**src/rtl/rr_sched16.sv**
```systemverilog
// rr_sched16: round-robin scheduler granting one of 16 requesters access to a
// shared 16:1 datapath, with a bounded hold time per grant. All outputs are
// registered; o_sel drives the shared mux select directly.
module rr_sched16 #(
   parameter int MAX_HOLD = 8   // 1..255
) (
   input  logic        i_clk,
   input  logic        i_rst_n,
   input  logic        i_en,
   input  logic [15:0] i_req,
   input  logic        i_release,
   output logic [15:0] o_gnt,
   output logic [3:0]  o_sel,
   output logic        o_gnt_valid,
   output logic        o_timeout
);

   typedef enum logic {S_IDLE, S_GRANT} state_t;

   state_t      r_state;
   logic [3:0]  r_ptr;
   logic [7:0]  r_cnt;
   logic [15:0] r_gnt;
   logic [3:0]  r_sel;
   logic        r_gnt_valid;
   logic        r_timeout;

   logic        w_found;
   logic [3:0]  w_win;
   logic [3:0]  w_idx;
   logic        w_hold;
   logic        w_keep;
   logic        w_end;

   // Priority search starting at r_ptr and wrapping; first requester found wins.
   always_comb begin
      w_found = 1'b0;
      w_win   = 4'd0;
      w_idx   = 4'd0;
      for (int k = 0; k < 16; k++) begin
         w_idx = r_ptr + 4'(k);
         if (!w_found && i_req[w_idx]) begin
            w_found = 1'b1;
            w_win   = w_idx;
         end
      end
   end

   // Grant end conditions: the hold limit, a withdrawn request, or a release.
   always_comb begin
      w_hold = (r_cnt == 8'(MAX_HOLD - 1));
      w_keep = i_req[r_sel];
      w_end  = i_release | ~w_keep | w_hold;
   end

   // Scheduler FSM; reset drops any grant in progress without a timeout pulse.
   always_ff @(posedge i_clk) begin
      if (!i_rst_n) begin
         r_state     <= S_IDLE;
         r_ptr       <= 4'd0;
         r_cnt       <= 8'd0;
         r_gnt       <= 16'd0;
         r_sel       <= 4'd0;
         r_gnt_valid <= 1'b0;
         r_timeout   <= 1'b0;
      end else begin
         r_timeout <= 1'b0;
         case (r_state)
            S_IDLE: begin
               if (i_en && w_found) begin
                  r_state     <= S_GRANT;
                  r_gnt       <= 16'd1 << w_win;
                  r_sel       <= w_win;
                  r_gnt_valid <= 1'b1;
                  r_cnt       <= 8'd0;
               end else begin
                  // r_sel deliberately holds so the mux output stays stable
                  r_gnt       <= 16'd0;
                  r_gnt_valid <= 1'b0;
               end
            end
            S_GRANT: begin
               if (w_end) begin
                  r_state     <= S_IDLE;
                  r_gnt       <= 16'd0;
                  r_gnt_valid <= 1'b0;
                  r_ptr       <= r_sel + 4'd1;
                  // timeout only when the hold limit alone ended the grant
                  r_timeout   <= w_hold & ~i_release & w_keep;
               end else begin
                  r_cnt <= r_cnt + 8'd1;
               end
            end
            default: begin
               r_state     <= S_IDLE;
               r_gnt       <= 16'd0;
               r_gnt_valid <= 1'b0;
            end
         endcase
      end
   end

   assign o_gnt       = r_gnt;
   assign o_sel       = r_sel;
   assign o_gnt_valid = r_gnt_valid;
   assign o_timeout   = r_timeout;

endmodule
```
**config.mk**
```make
export PLATFORM = sky130hd
export DESIGN_NAME = rr_sched16
export DESIGN_NICKNAME = d
export VERILOG_FILES = /design/src/rtl/rr_sched16.sv
export SDC_FILE = /design/constraint.sdc
export NUM_CORES = 1
export LEC_CHECK = 0
export CAP_MARGIN = 0
export CORE_MARGIN = 2
export CORE_UTILIZATION = 45
export DETAILED_ROUTE_END_ITERATION = 8
export GPL_TIMING_DRIVEN = 0
export MAX_ROUTING_LAYER = met4
export PLACE_DENSITY = 0.68
export REMOVE_ABC_BUFFERS = 1
export SLEW_MARGIN = 30
export SYNTH_ARGS = -nofsm -noshare
export SYNTH_HDL_FRONTEND = slang
export SYNTH_SLANG_ARGS = --single-unit
```
**constraint.sdc**
```tcl
create_clock -name i_clk -period 4.6 [get_ports i_clk]
set_input_delay 0.92 -clock i_clk [delete_from_list [all_inputs] [get_ports i_clk]]
set_output_delay 0.92 -clock i_clk [all_outputs]
set_load 0.005 [all_outputs]
```
== Yosys cells after proc, flatten, opt, wreduce, memory -nomap -nowiden ==
Index checks and enable logic that the tools add are counted.

* Flip-flop bits (word level): 35
* Bits of input ports: 20
* Output and inout bits: 22
* Logic and storage cells: 165

* Add/sub/neg operators: 17
* Order comparisons: 17
* Equal/unequal tests: 4
* Shifts and indexed selects: 1
* Mux-type cells: 77
* Bitwise operators: 7
* Reductions and logical operators: 35

{| class="wikitable"
|+ Operators with widths
! cell !! number
|-
| < comparator 4 x 5 -> 1 bit, second input constant || 17
|-
| binary-select mux 1 bit (select 4 bit) || 17
|-
| 2-to-1 mux 4 bit || 16
|-
| 2-to-1 mux 1 bit || 36
|-
| adder 4 bit, second input constant || 8
|-
| 2-to-1 mux 16 bit || 2
|-
| case mux 16 bit (2 select lines) || 1
|-
| adder 4 x 3 -> 4 bit, second input constant || 4
|-
| logical AND 1 bit || 16
|-
| 2-to-1 mux 8 bit || 2
|-
| case mux 8 bit (2 select lines) || 1
|-
| << shifter 1 x 4 -> 16 bit, first input constant || 1
|-
| zero test 1 bit || 15
|-
| adder 4 x 1 -> 4 bit, second input constant || 2
|-
| adder 4 x 2 -> 4 bit, second input constant || 2
|-
| adder 8 x 1 -> 8 bit, second input constant || 1
|-
| equality test 8 x 3 -> 1 bit, second input constant || 1
|-
| AND reduction 2 bit || 3
|-
| inequality test 2 bit, second input constant || 2
|-
| case mux 1 bit (2 select lines) || 2
|-
| NOT 1 bit || 3
|-
| AND reduction 3 bit || 1
|-
| bitwise AND 1 bit || 2
|-
| inequality test 2 x 1 -> 1 bit, second input constant || 1
|-
| bitwise OR 1 bit || 2
|}

== Depth between registers and ports, before layout ==
Gate-level depths: netlist of the first run.

* Word-level depth: 51
* Gate-level depth with buffers: 17
* Mapped depth without buffers: 11

== Worst setup path after synthesis of the first run ==
No wires, ideal clock.

* Kind: reg2reg
* From: register r_ptr[1]
* To: register r_gnt[0], in the netlist o_gnt[0]
* Setup time: 117 ps
* Arrival: 4744 ps
* Required time: 4483 ps
* Setup slack: -262 ps
* Stages on the path, launching flop included: 17
* Path buffers: 5
* Period minus slack after synthesis: 4862 ps
* Cell sequence: dfxtp_1 > buf_2 > buf_2 > clkbuf_1 > inv_1 > ha_1 > buf_2 > and2_1 > a2111oi_1 > nor4_1 > or4_1 > buf_2 > nor3_4 > a32o_1 > a2bb2oi_2 > and3b_1 > a32o_1

* Word-level cells in the longest chain between the ends: 51
* Elaborated cells between the ends (all ways): 113
* Those cells by class: add/sub: 15; shift: 1; mux: 66; reduce/logical: 31

{| class="wikitable"
|+ Ends and longest elaborated chain
! item !! RTL line !! text
|-
| start: declaration || 21 || <nowiki>logic [3:0] r_ptr;</nowiki>
|-
| start signal: assignment || 87 || <nowiki>r_ptr <= r_sel + 4'd1;</nowiki>
|-
| parallel branches: the longest is 49 deep, another holds adder 4 x 1 -> 4 bit || -- ||
|-
| 2-to-1 mux 16 bit * || 70 || <nowiki>if (i_en && w_found) begin</nowiki>
|-
| case mux 16 bit (2 select lines) * || 68 || <nowiki>case (r_state)</nowiki>
|-
| end signal: assignment || 72 || <nowiki>r_gnt <= 16'd1 << w_win;</nowiki>
|-
| end: declaration || 23 || <nowiki>logic [15:0] r_gnt;</nowiki>
|}

Mark *: on every way between the ends. The select of a mux whose other input is x is not followed.
A chain may end at the register's enable or synchronous reset.

== Worst setup path in the final report of the first run ==
* From: input port i_req[0]
* To: register r_gnt[5], in the netlist o_gnt[5]

* Word-level cells in the longest chain between the ends: 51
* Elaborated cells between the ends (all ways): 104
* Those cells by class: eq/ne: 1; shift: 1; mux: 68; bitwise: 3; reduce/logical: 31

{| class="wikitable"
|+ Ends and longest elaborated chain
! item !! RTL line !! text
|-
| start: declaration || 10 || <nowiki>input logic [15:0] i_req,</nowiki>
|-
| binary-select mux 1 bit (select 4 bit) || 42 || <nowiki>if (!w_found && i_req[w_idx]) begin</nowiki>
|-
| 2-to-1 mux 1 bit (implied by the code) || 42 ||
|-
| 2-to-1 mux 1 bit || 42 ||
|-
| zero test 1 bit || 42 ||
|-
| logical AND 1 bit || 42 ||
|-
| 2-to-1 mux 1 bit || 42 ||
|-
| zero test 1 bit || 42 ||
|-
| logical AND 1 bit || 42 ||
|-
| [35 not listed] || -- ||
|-
| logical AND 1 bit || 42 ||
|-
| 2-to-1 mux 1 bit || 42 ||
|-
| zero test 1 bit || 42 ||
|-
| logical AND 1 bit || 42 ||
|-
| 2-to-1 mux 4 bit or 2-to-1 mux 1 bit (tied branches) || 42 ||
|-
| << shifter 1 x 4 -> 16 bit or logical AND 1 bit (tied branches) || 72, 70 ||
|-
| 2-to-1 mux 16 bit || 70 ||
|-
| case mux 16 bit (2 select lines) || 68 ||
|}

Several ways; a longest one is shown, not always the timed one. The select of a mux whose other input is x is not followed.

==> run metrics, run 1 <==
status finished, final reports clean; Antenna Cells 0; ratio of cells with drive above 1 in the final layout 22.2%; Worst R2R Start r_ptr[1]$_SDFFE_PN0P_; Num CTS Buffers 5; post-route cell area 5030 um^2; Routed WL per cell 22.2 um; port buffer count 41; final hold vios 0; Overflow after GRT 0; gr usage total 27.6%; max cap viols 0; Leak Pwr 1.71 nW; switch share 44.0%; sequential element share of the synthesized area 16.9%; Initial DRT Pass Iterations 5; share of power burned in the clock network 20.1%; sw power 0.733 mW; Post-Place Setup Slack -1.13 ns; worst r2r dst o_gnt[5]$_SDFFE_PN0P_; Cells after Synth 447; register bit total from synthesis 35; Hold Crit Start o_gnt[9]$_SDFFE_PN0P_; Int Power 0.935 mW; Crit. End Element flop; maximum clock path buffer count 2; Routed Antenna Nets 0; Worst VDD drop 0.209 mV; distinct cell type count after synthesis 74; mapped cell area 4140 um^2; hold path cells 2; Syn. warnings 0; EDFF count, synth 0; Die Y 99.9 um; # H-tree levels 2; routed via count 4,208; Worst slew margin 42.2%; Combinational Power Share 58.7%; Seq pwr share 21.2%; initial antenna violation count 0; clk slew on worst S/H paths 0.07 ns; Final nets 518; DIE WIDTH 99.9 um; Hold WC Path Type reg -> reg; FMAX 227 MHz; Die ar. 9990 um^2; Tot Pwr 1.67 mW; number of global-route vias before repair 3,942; Worst-Margin Slew 0.860 ns; drt first-iter violations 370; Slew Limit Fails 0; first-pass GRT wire length 21.2 mm; Worst EP required 4.79 ns; mean post-synth cell area 9.27 um^2; hold endpoint o_gnt[9]$_SDFFE_PN0P_; CTS Hold Bufs 0; endpoints failing setup 0; DP Area 4660 um^2; Crit path arrival time 4.60 ns; Min Hold Slack 0.457 ns; Final Critical Period 4.41 ns; Setup Skew 0.00421 ns; Initial Util 45.7%; Sinks on Clock Net 35; vias per cell 7.00; Critical Path Start Type primary input; clk_lat worst skew 0.30 ns; ys flop type dfxtp_1; CTS Root Cell clkbuf_8; largest net degree at the start of global routing 31; post-layout util 55.4%; DRC violations left 0; asr flop ratio synth 0%; Setup CP Type in -> reg; Max FO, Critical Path 10; Final WS setup 0.191 ns; reg2reg setup slack 0.21 ns; Core Area 9060 um^2; GPL Wtd Cong 0.964; Ports 42; Worst R2R Path Depth 14; CTS tree yes; final period utilization 95.9%; DP HPWL 9.76 mm; drt total wl 13.4 mm; Area Growth Syn to Fin 21.4%; PD cells 332 nW/um^2; row count 35
cell usage in the layout, fill, tap and decap left out, drive strengths merged, types with 3 or more instances in the layout:
cell type / n
nor2: 52
nor4: 9
nand3: 9
a21oi: 19
o21a: 4
o211ai: 5
a2111oi: 7
buf: 15
or2: 3
o21ai: 13
a31oi: 6
dfxtp: 35
a22o: 6
mux2: 9
a22oi: 4
nor3: 15
and2: 4
clkbuf: 5
nand4: 7
o22ai: 3
a211oi: 7
a32o: 10
mux4: 38
and3: 4
ha: 9
or4: 4
mux2i: 38
inv: 13
clkdlybuf4s50: 41
nand2: 22
xnor2: 10
o31ai: 9
nor2b: 5
nand2b: 4
xor2: 6
power by group through the flow:
stage / logic, mW / registers, mW / clock network (mW)
final: 0.980 / 0.353 / 0.336
after global routing: 1.03 / 0.356 / 0.360
after CTS: 0.903 / 0.352 / 0.339
after detailed placement: 0.872 / 0.359 / 0
after global placement: 0.841 / 0.371 / 0
after floorplan: 0.616 / 0.360 / 0
state kept, by name (all words and copies together), names as in the netlist:
signal / cells
o_gnt: 16
o_gnt_valid: 1
o_sel: 4
o_timeout: 1
r_cnt: 8
r_ptr: 4
r_state: 1
logic make-up (layout without fill, tap and decap cells):
kind of cell	after synthesis	count (layout)	share of synthesized area [%]
AND/OR/NAND/NOR	145	145	17.7
AO/OA/AOI/OAI	121	121	22.6
flip-flops	35	35	16.9
multiplexers	85	85	32.3
adder cells (fa/ha/maj)	9	9	2.72
XOR/XNOR	16	16	3.84
buffers and inverters	36	79	3.93
Yosys cell counts, drive strengths merged (9+ instances only):
cell type,count,area [um^2]
inv,13,48.8
o21ai,13,65.1
a32o,10,100
nor4,9,56.3
xnor2,10,87.6
dfxtp,35,701
nand3,9,45.0
mux2i,38,380
nand2,22,82.6
nor3,15,91.3
ha,9,113
o31ai,9,67.6
clkbuf,9,33.8
buf,12,72.6
mux4,38,856
nor2,52,195
mux2,9,101
a21oi,19,95.1
final cells by class:
cell class / count / area [um^2]
fillers: 792 / 4040
multi-input cells: 376 / 3440
flip-flops and latches: 35 / 711
repair buffers: 56 / 543
well taps: 111 / 139
clock buffers: 5 / 68.8
clock inverters: 3 / 67.6
inverters: 15 / 57.6
layer usage:
layer / up-vias / global-route usage, % / part of all wire, %
met4: 0 / 9.69 / 3.3
met5: - / - / 0
met2: 226 / 41.6 / 46
met1: 2058 / 38.0 / 43
li1: 1887 / - / -
met3: 37 / 4.46 / 7.7
critical path, stage by stage:
cell and delay [ns]:
clkdlybuf4s50_1 0.61, mux4_2 0.63, mux2i_1 0.38, mux2i_1 0.29, nand2b_1 0.36, nor3_4 0.29
buf_4 0.19, a311oi_4 0.08, buf_4 0.19, buf_4 0.17, and3_1 0.22, a32o_1 0.27
worst max-delay path by stage:
stage	depth (start not counted)	slack [ns]	end	startpoint
global route	13	-0.006	o_gnt[8]$_SDFFE_PN0P_	r_ptr[1]$_SDFFE_PN0P_
global placement	11	-2.19	o_gnt[0]$_SDFFE_PN0P_	r_ptr[0]$_SDFFE_PN0P_
detailed placement	12	-1.13	o_gnt[0]$_SDFFE_PN0P_	r_ptr[0]$_SDFFE_PN0P_
floorplan	11	-0.84	o_gnt[0]$_SDFFE_PN0P_	r_ptr[0]$_SDFFE_PN0P_
finish	12	0.19	o_gnt[5]$_SDFFE_PN0P_	i_req[0]
CTS	12	0.007	o_gnt[0]$_SDFFE_PN0P_	r_ptr[1]$_SDFFE_PN0P_
stage by stage:
stage	setup TNS, ns	std cells
2_1_floorplan	-20.13	426
6_report	0	601
5_1_grt	-0.00553	601
3_3_place_gp	-60.53	578
3_5_place_dp	-26.02	582
4_1_cts	0	594
timing repair:
item	4_1_cts	5_1_grt
endpoints found under the hold margin	0	0
resized for setup	16	15
setup buffers	4	7
setup endpoints to repair	30	21
pin swaps	3	3
gates cloned	0	0
Power figures use the tool's default switching activity.
==> inputs of run 2 (changes only) <==
Settings changed: HOLD_SLACK_MARGIN from default to 0.12.
==> results of run 2 <==
The final DEF is identical to that of run 1; final timing and power are the same.
